==> config.mk <==
export PLATFORM = sky130hd
export DESIGN_NAME = f1_random_delay_flat
export DESIGN_NICKNAME = d
export VERILOG_FILES = /design/src/rtl/f1_random_delay_if.sv /design/src/rtl/f1_random_delay.sv /design/src/flat_wrapper.sv
export SDC_FILE = /design/constraint.sdc
export NUM_CORES = 1
export LEC_CHECK = 0
export CORE_ASPECT_RATIO = 0.9
export CORE_UTILIZATION = 25
export CTS_CLUSTER_DIAMETER = 120
export CTS_CLUSTER_SIZE = 28
export DETAILED_ROUTE_END_ITERATION = 10
export HOLD_SLACK_MARGIN = 0.05
export SKIP_CTS_REPAIR_TIMING = 1
export SYNTH_ARGS = -nofsm -noshare
export SYNTH_HDL_FRONTEND = slang
export SYNTH_SLANG_ARGS = --single-unit
==> constraint.sdc <==
create_clock -name clk -period 1.75 [get_ports clk]
set_input_delay 0.35 -clock clk [delete_from_list [all_inputs] [get_ports clk]]
set_output_delay 0.35 -clock clk [all_outputs]
set_load 0.05 [all_outputs]
==> src/rtl/f1_random_delay_if.sv <==
// F1 random delay stage handshake bundle.
// The sequencer drives trigger; the delay stage drives the rest.
interface f1_random_delay_if;
    logic       trigger;
    logic       time_out;
    logic       busy;
    logic [6:0] delay_units;
    logic [6:0] lfsr_q;

    modport master (
        output trigger,
        input  time_out,
        input  busy,
        input  delay_units,
        input  lfsr_q
    );

    modport slave (
        input  trigger,
        output time_out,
        output busy,
        output delay_units,
        output lfsr_q
    );
endinterface

==> src/rtl/f1_random_delay.sv <==
// F1 start-light lights-out random delay stage.
// Waits K prescaled units after a trigger rise, then pulses time_out.
module f1_random_delay #(
    parameter int TICK_DIV  = 1000,
    parameter int MIN_UNITS = 1
) (
    input  logic              clk,
    input  logic              rst,
    f1_random_delay_if.slave  bus
);

    localparam int PW = $clog2(TICK_DIV + 1);
    localparam logic [PW-1:0] PRE_RELOAD = PW'(TICK_DIV - 1);
    localparam logic [PW-1:0] PRE_ONE    = PW'(1);
    localparam logic [6:0]    MIN_K      = 7'(MIN_UNITS);

    typedef enum logic [1:0] {
        IDLE,
        COUNT,
        DONE,
        WAIT_LOW
    } state_t;

    state_t        state;
    logic          trigger_q;
    logic [PW-1:0] prescaler;
    logic [6:0]    units;
    logic [6:0]    lfsr;
    logic [6:0]    delay_r;
    logic          time_out_r;
    logic          busy_r;

    logic          rise;
    logic [6:0]    k_cap;

    assign rise  = bus.trigger & ~trigger_q;
    assign k_cap = (lfsr < MIN_K) ? MIN_K : lfsr;

    assign bus.time_out    = time_out_r;
    assign bus.busy        = busy_r;
    assign bus.delay_units = delay_r;
    assign bus.lfsr_q      = lfsr;

    // Free-running x^7+x^6+1 LFSR; recovers from the all-zero lockup state.
    always_ff @(posedge clk or posedge rst) begin
        if (rst) begin
            lfsr <= 7'h01;
        end else if (lfsr == 7'h00) begin
            lfsr <= 7'h01;
        end else begin
            lfsr <= {lfsr[5:0], lfsr[6] ^ lfsr[5]};
        end
    end

    // Previous trigger level for rise detection.
    always_ff @(posedge clk or posedge rst) begin
        if (rst) begin
            trigger_q <= 1'b0;
        end else begin
            trigger_q <= bus.trigger;
        end
    end

    // Delay sequencer: capture K, count K units, pulse, wait for release.
    always_ff @(posedge clk or posedge rst) begin
        if (rst) begin
            state      <= IDLE;
            prescaler  <= '0;
            units      <= 7'd0;
            delay_r    <= 7'd0;
            time_out_r <= 1'b0;
            busy_r     <= 1'b0;
        end else begin
            time_out_r <= 1'b0;
            unique case (state)
                IDLE: begin
                    busy_r <= 1'b0;
                    if (rise) begin
                        delay_r   <= k_cap;
                        units     <= k_cap;
                        prescaler <= PRE_RELOAD;
                        busy_r    <= 1'b1;
                        state     <= COUNT;
                    end
                end
                COUNT: begin
                    if (!bus.trigger) begin
                        busy_r <= 1'b0;
                        state  <= IDLE;
                    end else if (prescaler == '0) begin
                        prescaler <= PRE_RELOAD;
                        units     <= units - 7'd1;
                        if (units == 7'd1) begin
                            time_out_r <= 1'b1;
                            state      <= DONE;
                        end
                    end else begin
                        prescaler <= prescaler - PRE_ONE;
                    end
                end
                DONE: begin
                    busy_r <= 1'b0;
                    state  <= WAIT_LOW;
                end
                WAIT_LOW: begin
                    busy_r <= 1'b0;
                    if (!bus.trigger) begin
                        state <= IDLE;
                    end
                end
                default: begin
                    busy_r <= 1'b0;
                    state  <= IDLE;
                end
            endcase
        end
    end

endmodule

==> src/flat_wrapper.sv <==
// flat-port wrapper written by rule: the top's interface ports become plain ports
module f1_random_delay_flat 
#(
    parameter int TICK_DIV  = 1000,
    parameter int MIN_UNITS = 1
)
  (clk, rst, bus_trigger, bus_time_out, bus_busy, bus_delay_units, bus_lfsr_q);
  f1_random_delay_if bus_i ();
  input  logic clk;
  input  logic rst;
  input wire logic [$bits(bus_i.trigger)-1:0] bus_trigger;
  output wire logic [$bits(bus_i.time_out)-1:0] bus_time_out;
  output wire logic [$bits(bus_i.busy)-1:0] bus_busy;
  output wire logic [$bits(bus_i.delay_units)-1:0] bus_delay_units;
  output wire logic [$bits(bus_i.lfsr_q)-1:0] bus_lfsr_q;
  assign bus_i.trigger = bus_trigger;
  assign bus_time_out = bus_i.time_out;
  assign bus_busy = bus_i.busy;
  assign bus_delay_units = bus_i.delay_units;
  assign bus_lfsr_q = bus_i.lfsr_q;
  f1_random_delay #(.TICK_DIV(TICK_DIV), .MIN_UNITS(MIN_UNITS)) u_core (.clk(clk), .rst(rst), .bus(bus_i));
endmodule
==> out/summary.json, run 1 <==
{
  "finish": {
    "post_layout_instance_count_excluding_filler_cells": 328,
    "antenna_cells_inserted": 0,
    "final_nets": 244,
    "fill_cells": 679,
    "multi_input_area_sq_um": 891,
    "drive_gt1_share_pct": 37.8,
    "layout-area-overhead-vs-synth_pct": 41.7,
    "post-route-cell-area_sq_um": 2520,
    "ff_latch_area_sq_um": 902
  },
  "logic_synthesis": {
    "synth_nets": 186,
    "synth_top_cells_by_area": "sky130_fd_sc_hd__dfrtp_1 (49%), sky130_fd_sc_hd__nand2_1 (5.3%), sky130_fd_sc_hd__nor2_1 (3.2%)",
    "async_reset_ff_share_pct": 100,
    "synthesized_area_sq_um": 1780,
    "synth_top_cell_by_area": "sky130_fd_sc_hd__dfrtp_1",
    "synthesis_warnings": 0,
    "synth_ff_type": "sky130_fd_sc_hd__dfrtp_1",
    "netlist-cell-type-count": 49,
    "synthCells": 179,
    "syn-mean-instance-area_sq_um": 9.92,
    "netlist.area_leader.share_pct": 49.3,
    "yosysSeqAreaShare_pct": 50.8,
    "yosys_register_bits": 36,
    "synth_edf_count": 0
  },
  "flow_run": {
    "maximum_capacitance_violations": 0
  },
  "placement": {
    "io_buffers": 18,
    "dp_slack_ns": -0.344,
    "placement.cell_area_sq_um": 2280,
    "placed_cells_incl_taps": 314,
    "dp.final_hpwl_microns": 3060,
    "gp_congestion": 0.864
  },
  "power_and_ir_drop": {
    "switchingPower_mw": 0.780,
    "power.ir.vdd_worst_mv": 0.343,
    "power.share.combinational_pct": 30.6,
    "report.power.total_mw": 2.37,
    "power_leakage_nw": 1.11,
    "power.density_nw_per_um2": 942,
    "cellInternalPower_mw": 1.59,
    "clock_power_share_pct": 26.1,
    "power.share.sequential_pct": 43.2,
    "swShare_pct": 32.9
  },
  "timing": {
    "final.setup.worst_slack_ns": -0.184,
    "slew_violations": 0,
    "timing.final.crit_period_ns": 1.93,
    "rsz_0062_raised_after_global_routing": "yes",
    "hold_violations": 0,
    "worst_pin_slew_ns": 0.453,
    "finalSetupTns_ns": -1.03,
    "clock_skew_ns": 0.00572,
    "timing.max_slew.rel_slack_pct": 69.5,
    "top_achievable_clock_speed_mhz": 517,
    "period_share_pct": 111,
    "final-setup-viol-count": 14
  },
  "detailed_routing": {
    "count_of_routing_violations_after_the_opening_detailed_route_iteration": 128,
    "post_drt_via_cell_ratio": 4.64,
    "met2WireLength_microns": 1860,
    "m1WireLength_microns": 2270,
    "dr_total_vias": 1522,
    "drt.antenna.violating_nets": 0,
    "route.top_layer_used": "met4",
    "detailedRoute.firstPassIterationCount": 4,
    "route.detailed.wl_per_inst_microns": 13.3,
    "met3_length_microns": 168,
    "drt_wl_total_microns": 4350,
    "drt_drc_violations_left": 0
  },
  "grt": {
    "grt_first_pass_wirelength_microns": 7260,
    "number_of_antenna_violations_at_the_first_check_in_global_routing": 0,
    "first_global_vias": 1461,
    "grt_start_max_net_pins": 37,
    "globalRoute.totalOverflow": 0,
    "grt_util_all_layers_pct": 12.5
  },
  "worst_hold_path": {
    "path_category_of_the_worst_min_delay_check": "in2async"
  },
  "cts": {
    "cts_sinks": 36,
    "htree_num_levels": 2,
    "cts_root_buf": "sky130_fd_sc_hd__clkbuf_8",
    "worstSkewPairLatency_ns": 0.29,
    "clk_pin_slew_worst_paths_ns": 0.08,
    "clock_tree_buf_depth": 2,
    "tritoncts": "built",
    "cts-buffers-inserted": 5
  },
  "critical_path": {
    "cp_data_arrival_time_ns": 2.10,
    "critical_path_required_ns": 1.92,
    "crit-reg2reg-capture": "u_core.units[4]",
    "worst_r2r_path_cells": 7,
    "timing.setup.critical_path_class": "reg2reg",
    "critPathCaptureType": "flip-flop",
    "regToRegStartpoint": "u_core.prescaler[0]",
    "r2r_slack_ns": -0.18,
    "setup.worst_path.start_class": "flip-flop",
    "worstPathMaxFanout": 3
  },
  "outcome": {
    "violations": "setup timing",
    "status": "finished, violations left"
  },
  "floorplan": {
    "initial_utilization_pct": 26.4,
    "die_x_microns": 90.8,
    "core_region_area_sq_um": 6730,
    "chipHeight_microns": 81.9,
    "floorplan.rows": 28,
    "design.die.area_sq_um": 7440,
    "top_level_ports": 19
  }
}
worst max-delay path by stage:
stage / from / end / cells past startpoint
2_1_floorplan: u_core.prescaler[0] / u_core.units[1] / 6
3_3_place_gp: bus_trigger / u_core.bus.delay_units[1] / 5
3_5_place_dp: bus_trigger / u_core.units[3] / 5
4_1_cts: u_core.prescaler[0] / u_core.units[1] / 6
5_1_grt: u_core.prescaler[0] / u_core.units[1] / 6
6_report: u_core.prescaler[0] / u_core.units[4] / 7
cell usage after synthesis (2+ instances only):
library cell               instances
sky130_fd_sc_hd__nand3_1           6
sky130_fd_sc_hd__nor4_1            4
sky130_fd_sc_hd__nand2b_1          3
sky130_fd_sc_hd__nand4_1           6
sky130_fd_sc_hd__xnor2_1           4
sky130_fd_sc_hd__dfrtp_1          35
sky130_fd_sc_hd__inv_1             8
sky130_fd_sc_hd__or3_2             2
sky130_fd_sc_hd__clkbuf_1          7
sky130_fd_sc_hd__o21ai_0           2
sky130_fd_sc_hd__xor2_1            2
sky130_fd_sc_hd__o22ai_1           2
sky130_fd_sc_hd__nand2_1          25
sky130_fd_sc_hd__a31oi_1           4
sky130_fd_sc_hd__ha_1              4
sky130_fd_sc_hd__a311oi_1          2
sky130_fd_sc_hd__o31ai_1           2
sky130_fd_sc_hd__a21oi_1           4
sky130_fd_sc_hd__nor2_1           15
sky130_fd_sc_hd__nor2b_1           4
sky130_fd_sc_hd__nor3_1            5
sky130_fd_sc_hd__and3_1            4
sky130_fd_sc_hd__a211oi_1          2
sky130_fd_sc_hd__and2_1            2
through the flow:
stage | hold slack (ns) | util, %
after global routing | 0.444 | 37.4
after detailed placement | 0.453 | 34.0
after floorplan | 0.381 | -
final | 0.416 | 37.4
after global placement | 0.447 | 34.0
after CTS | 0.421 | 35.3
state kept, by name (all words and copies together) (netlist names), named ones only:
signal,flops
u_core.state,1
u_core.trigger_q,1
u_core.prescaler,10
u_core.bus.lfsr_q,7
u_core.bus.time_out,1
u_core.bus.delay_units,7
u_core.bus.busy,1
u_core.units,7
cell families (layout without fill, tap and decap cells):
logic type,Yosys count,in the layout,synth area share [%]
DFF,36,36,50.8
xor gates and xnor gates,6,6,2.96
and+or+nand+nor,90,90,28.5
AOI/OAI and AO/OA,25,25,10.3
adders and majority gates,4,4,2.82
muxes,1,1,0.564
buffers and inverters,17,76,4.02
final cells by class:
cell class,instances,area share (%)
tap,90,4.48
clock buffer,6,3.28
inverter,8,1.19
multi-input combinational,126,35.4
clock inverter,2,0.398
timing repair buffer,60,19.4
sequential,36,35.9
per-layer routing:
metal  GRT usage, %  vias to the layer above
li1               -                      747
met1           18.0                      739
met2           18.1                       30
met3           3.06                        6
met4           4.44                        0
met5              0                        -
critical path, cell delays in order (launching register included):
cell	delay, ns
sky130_fd_sc_hd__dfrtp_1	0.39
sky130_fd_sc_hd__inv_1	0.07
sky130_fd_sc_hd__ha_2	0.17
sky130_fd_sc_hd__or4b_4	0.48
sky130_fd_sc_hd__or3_4	0.37
sky130_fd_sc_hd__buf_4	0.15
sky130_fd_sc_hd__o22ai_2	0.09
sky130_fd_sc_hd__a22oi_1	0.11
cells in the final DEF (no fill, tap or decap), drive strengths merged, types with 2 or more instances in the layout:
master | synthesis | final
nand3 | 6 | 6
or3 | 3 | 3
o21ai | 2 | 2
nand4 | 6 | 6
clkinv | 0 | 2
nor4 | 4 | 4
and3 | 4 | 4
nand2 | 25 | 25
inv | 8 | 8
nor2 | 15 | 15
a311oi | 2 | 2
o22ai | 2 | 2
a21oi | 5 | 5
o31ai | 2 | 2
a31oi | 4 | 4
xor2 | 2 | 2
nand2b | 3 | 3
nor2b | 4 | 4
ha | 4 | 4
clkdlybuf4s50 | 0 | 2
buf | 2 | 58
a211oi | 2 | 2
xnor2 | 4 | 4
or4 | 3 | 3
nor3 | 6 | 6
clkbuf | 7 | 6
nor3b | 2 | 2
dfrtp | 35 | 35
or4b | 2 | 2
and2 | 2 | 2
power groups by stage:
stage                     Sequential, mW  Combinational (mW)  Clock (mW)
after detailed placement            1.04               0.662           0
after floorplan                     1.14               0.283           0
final                               1.02               0.726       0.620
after CTS                           1.02               0.664       0.631
after global routing                1.04               0.797       0.670
after global placement              1.03               0.645           0
(Power assumes the default switching activity.)
==> inputs of run 2 (changes only) <==
==> constraint.sdc (replaced) <==
create_clock -name clk -period 1.75 [get_ports clk]
set_input_delay 0.175 -clock clk [delete_from_list [all_inputs] [get_ports clk]]
set_output_delay 0.175 -clock clk [all_outputs]
set_load 0.05 [all_outputs]
==> run 2 against run 1 <==
The run still ends with setup timing left. Flip-flop and latch count stayed put. Clock power decreased by 6.8%. Sequential share of layout area rose by 0.29 points. Sequential power is essentially flat. Wire length is 2.0% higher. Clock skew grew 0.0021 ns. Hold slack worse by 0.12 ns. First-iteration DRC count is 40% higher. Fmax up 0.84%. Critical path type unchanged. Largest cell class is now multi-input combinational cells.
==> out/summary.json, run 2 (synthesis gave the netlist of run 1 again) <==
{
  "outcome": {
    "status": "finished, violations left",
    "violations": "setup timing"
  },
  "placement": {
    "gp_congestion": {"value": 0.781, "change": "-9.6%"},
    "placement.cell_area": {"value": 2240, "unit": "sq um", "change": "-1.9%"},
    "dp.final_hpwl": {"value": 2930, "unit": "microns", "change": "-4.3%"},
    "placed_cells_incl_taps": {"value": 308, "change": "-1.9%"},
    "io_buffers": {"value": 18, "change": "unchanged"}
  },
  "cts": {
    "htree_num_levels": {"value": 2, "change": "unchanged"},
    "clk_pin_slew_worst_paths": {"value": 0.07, "unit": "ns", "change": "about the same"},
    "cts-buffers-inserted": {"value": 5, "change": "unchanged"},
    "cts_root_buf": "sky130_fd_sc_hd__clkbuf_8",
    "worstSkewPairLatency": {"value": 0.29, "unit": "ns", "change": "about the same"},
    "clock_tree_buf_depth": {"value": 2, "change": "unchanged"},
    "tritoncts": "built",
    "cts_sinks": {"value": 36, "change": "unchanged"}
  },
  "finish": {
    "multi_input_area": {"value": 907, "unit": "sq um", "change": "+1.8%"},
    "ff_latch_area": {"value": 902, "unit": "sq um", "change": "unchanged"},
    "antenna_cells_inserted": {"value": 0, "change": "unchanged"},
    "fill_cells": {"value": 698, "change": "+2.8%"},
    "post_layout_instance_count_excluding_filler_cells": {"value": 322, "change": "-1.8%"},
    "final_nets": {"value": 238, "change": "-2.5%"},
    "largest_register_ffs": {"value": 10, "change": "unchanged"},
    "drive_gt1_share": {"value": 33.6, "unit": "%", "change": "-4.2 points"},
    "max_flop_register": "u_core.prescaler",
    "most-common-layout-cells": "sky130_fd_sc_hd__dfrtp_1 (35), sky130_fd_sc_hd__buf_4 (35), sky130_fd_sc_hd__nand2_1 (22)",
    "post-route-cell-area": {"value": 2500, "unit": "sq um", "change": "-0.80%"},
    "layout-area-overhead-vs-synth_pct": 40.6
  },
  "critical_path": {
    "regToRegStartpoint": "u_core.prescaler[1]",
    "worst_r2r_path_cells": {"value": 7, "change": "unchanged"},
    "timing.setup.critical_path_class": "reg2reg",
    "r2r_slack": {"value": -0.17, "unit": "ns", "change": "+0.02 ns"},
    "worstPathBufferInverterCount": {"value": 2, "change": "unchanged"},
    "critical_path_required": {"value": 1.93, "unit": "ns", "change": "about the same"},
    "crit-reg2reg-capture": "u_core.units[4]",
    "worstPathCellList": "inv_1 > ha_2 > or4b_4 > or3_4 > buf_4 > o22ai_2 > a22oi_2",
    "timing.critical_path.slowest_stage_cell": "sky130_fd_sc_hd__or4b_4",
    "critPathCaptureType": "flip-flop",
    "crit_family": "simple AND/OR/NAND/NOR gates",
    "worstPathMaxFanout": {"value": 3, "change": "unchanged"},
    "setup.worst_path.start_class": "flip-flop",
    "critical_path_s_largest_stage_delay": {"value": 0.49, "unit": "ns", "change": "about the same"},
    "cp_data_arrival_time": {"value": 2.09, "unit": "ns", "change": "about the same"}
  },
  "floorplan": {
    "floorplan.rows": {"value": 28, "change": "unchanged"},
    "core_region_area": {"value": 6730, "unit": "sq um", "change": "unchanged"},
    "design.die.area": {"value": 7440, "unit": "sq um", "change": "unchanged"},
    "top_level_ports": {"value": 19, "change": "unchanged"},
    "chipHeight": {"value": 81.9, "unit": "microns", "change": "unchanged"},
    "die_x": {"value": 90.8, "unit": "microns", "change": "unchanged"},
    "initial_utilization": {"value": 26.4, "unit": "%", "change": "unchanged"}
  },
  "grt": {
    "global_route.peak_usage_layer": "met2",
    "grt_first_pass_wirelength": {"value": 7040, "unit": "microns", "change": "-2.9%"},
    "met3_usage": {"value": 3.15, "unit": "%", "change": "+0.093 points"},
    "grt_util_all_layers": {"value": 12.2, "unit": "%", "change": "-0.25 points"},
    "use_met2": {"value": 18.5, "unit": "%", "change": "+0.38 points"},
    "globalRoute.totalOverflow": {"value": 0, "change": "unchanged"},
    "number_of_antenna_violations_at_the_first_check_in_global_routing": {"value": 0, "change": "unchanged"},
    "grt_start_max_net_pins": {"value": 37, "change": "unchanged"},
    "globalRouteMet1Util": {"value": 16.5, "unit": "%", "change": "-1.5 points"},
    "first_global_vias": {"value": 1477, "change": "+1.1%"}
  },
  "power_and_ir_drop": {
    "power.density": {"value": 930, "unit": "nW/um^2", "change": "-1.3%"},
    "cellInternalPower": {"value": 1.55, "unit": "mW", "change": "-2.6%"},
    "switchingPower": {"value": 0.772, "unit": "mW", "change": "-1.1%"},
    "power.share.sequential": {"value": 43.9, "unit": "%", "change": "+0.7 points"},
    "power_leakage": {"value": 1.06, "unit": "nW", "change": "-4.6%"},
    "power.share.combinational": {"value": 31.1, "unit": "%", "change": "+0.5 points"},
    "swShare": {"value": 33.3, "unit": "%", "change": "+0.35 points"},
    "clock_power_share": {"value": 24.9, "unit": "%", "change": "-1.2 points"},
    "power.ir.vdd_worst": {"value": 0.276, "unit": "mV", "change": "-20%"}
  },
  "worst_hold_path": {
    "path_category_of_the_worst_min_delay_check": "in2async"
  },
  "timing": {
    "fin_hold_ws": {"value": 0.296, "unit": "ns", "change": "-0.120 ns"},
    "hold_violations": {"value": 0, "change": "unchanged"},
    "slew_violations": {"value": 0, "change": "unchanged"},
    "timing.final.crit_period": {"value": 1.92, "unit": "ns", "change": "-0.0161 ns"},
    "timing.max_slew.rel_slack": {"value": 56.7, "unit": "%", "change": "-13 points"},
    "clock_skew": {"value": 0.00781, "unit": "ns", "change": "+0.00209 ns"},
    "worst_pin_slew": {"value": 0.648, "unit": "ns", "change": "+0.195 ns"},
    "period_share": {"value": 110, "unit": "%", "change": "-0.92 points"},
    "final-setup-viol-count": {"value": 17, "change": "+3"},
    "final.setup.worst_slack": {"value": -0.168, "unit": "ns", "change": "+0.0161 ns"},
    "top_achievable_clock_speed": {"value": 521, "unit": "MHz", "change": "+0.84%"},
    "rsz_0062_raised_after_global_routing": "yes"
  },
  "detailed_routing": {
    "drt_wl_total": {"value": 4440, "unit": "microns", "change": "+2.0%"},
    "count_of_routing_violations_after_the_opening_detailed_route_iteration": {"value": 179, "change": "+40%"},
    "drt.antenna.violating_nets": {"value": 0, "change": "unchanged"},
    "post_drt_via_cell_ratio": {"value": 4.66, "change": "+0.52%"},
    "dr_total_vias": {"value": 1502, "change": "-1.3%"},
    "detailedRoute.firstPassIterationCount": {"value": 4, "change": "unchanged"},
    "drt_drc_violations_left": {"value": 0, "change": "unchanged"},
    "route.detailed.wl_per_inst": {"value": 13.8, "unit": "microns", "change": "+3.9%"}
  },
  "flow_run": {
    "maximum_capacitance_violations": {"value": 0, "change": "unchanged"}
  }
}
## run 2: changes by cell type in the layout (fill, tap and decap cells not counted), sizes merged
cell	delta
clkdlybuf4s50	+10
dlymetal6s2s	+1
buf	-17
clkbuf	+1
clkinv	-1
## run 2: worst max path at each step
| stage | startpoint | slack [ns] | cells past startpoint | to |
|---|---|---|---|---|
| after floorplan | u_core.prescaler[0] | -0.11 | 6 | u_core.units[1] |
| after global placement | bus_trigger | -0.15 | 5 | u_core.bus.delay_units[1] |
| after detailed placement | bus_trigger | -0.19 | 5 | u_core.units[0] |
| after CTS | u_core.prescaler[1] | -0.14 | 6 | u_core.units[1] |
| after global routing | u_core.prescaler[1] | -0.23 | 6 | u_core.units[1] |
| final | u_core.prescaler[1] | -0.17 | 7 | u_core.units[4] |
## run 2: area by class of cell
class | instances | share of cell area [%]
clock buffers | 7 | 3.06
clock inverters | 1 | 0.201
inverters | 8 | 1.20
multi-input cells | 126 | 36.3
flip-flops and latches | 36 | 36.1
well taps | 90 | 4.51
repair buffers | 54 | 18.5
## run 2: layer usage
| layer | share of wire, % | routed length [microns] | up-vias |
|---|---|---|---|
| li1 | - | - | 737 |
| met1 | 47 | 2100 | 717 |
| met2 | 46 | 2020 | 42 |
| met3 | 5.5 | 244 | 6 |
| met4 | 1.5 | 67 | 0 |
| met5 | 0 | 0 | - |
## run 2: tightest hold or removal path, stage by stage
cell,delay (ns)
sky130_fd_sc_hd__clkdlybuf4s50_1,0.40
sky130_fd_sc_hd__inv_1,0.05
sky130_fd_sc_hd__buf_4,0.40
## run 2: stage by stage
stage	util (%)	worst slack [ns]	total power [mW]	setup TNS [ns]
6_report	37.1	-0.168	2.32	-1.84
2_1_floorplan	-	-0.113	1.42	-0.286
5_1_grt	37.1	-0.232	2.44	-3.10
4_1_cts	34.5	-0.139	2.25	-0.933
3_3_place_gp	33.3	-0.153	1.68	-1.68
3_5_place_dp	33.3	-0.187	1.68	-2.11
## run 2: power groups by stage
stage	sequential, mW	clock [mW]	combinational [mW]
finish	1.02	0.578	0.723
global route	1.04	0.617	0.788
CTS	1.02	0.583	0.648
detailed placement	1.03	0	0.645
global placement	1.03	0	0.650
floorplan	1.14	0	0.283
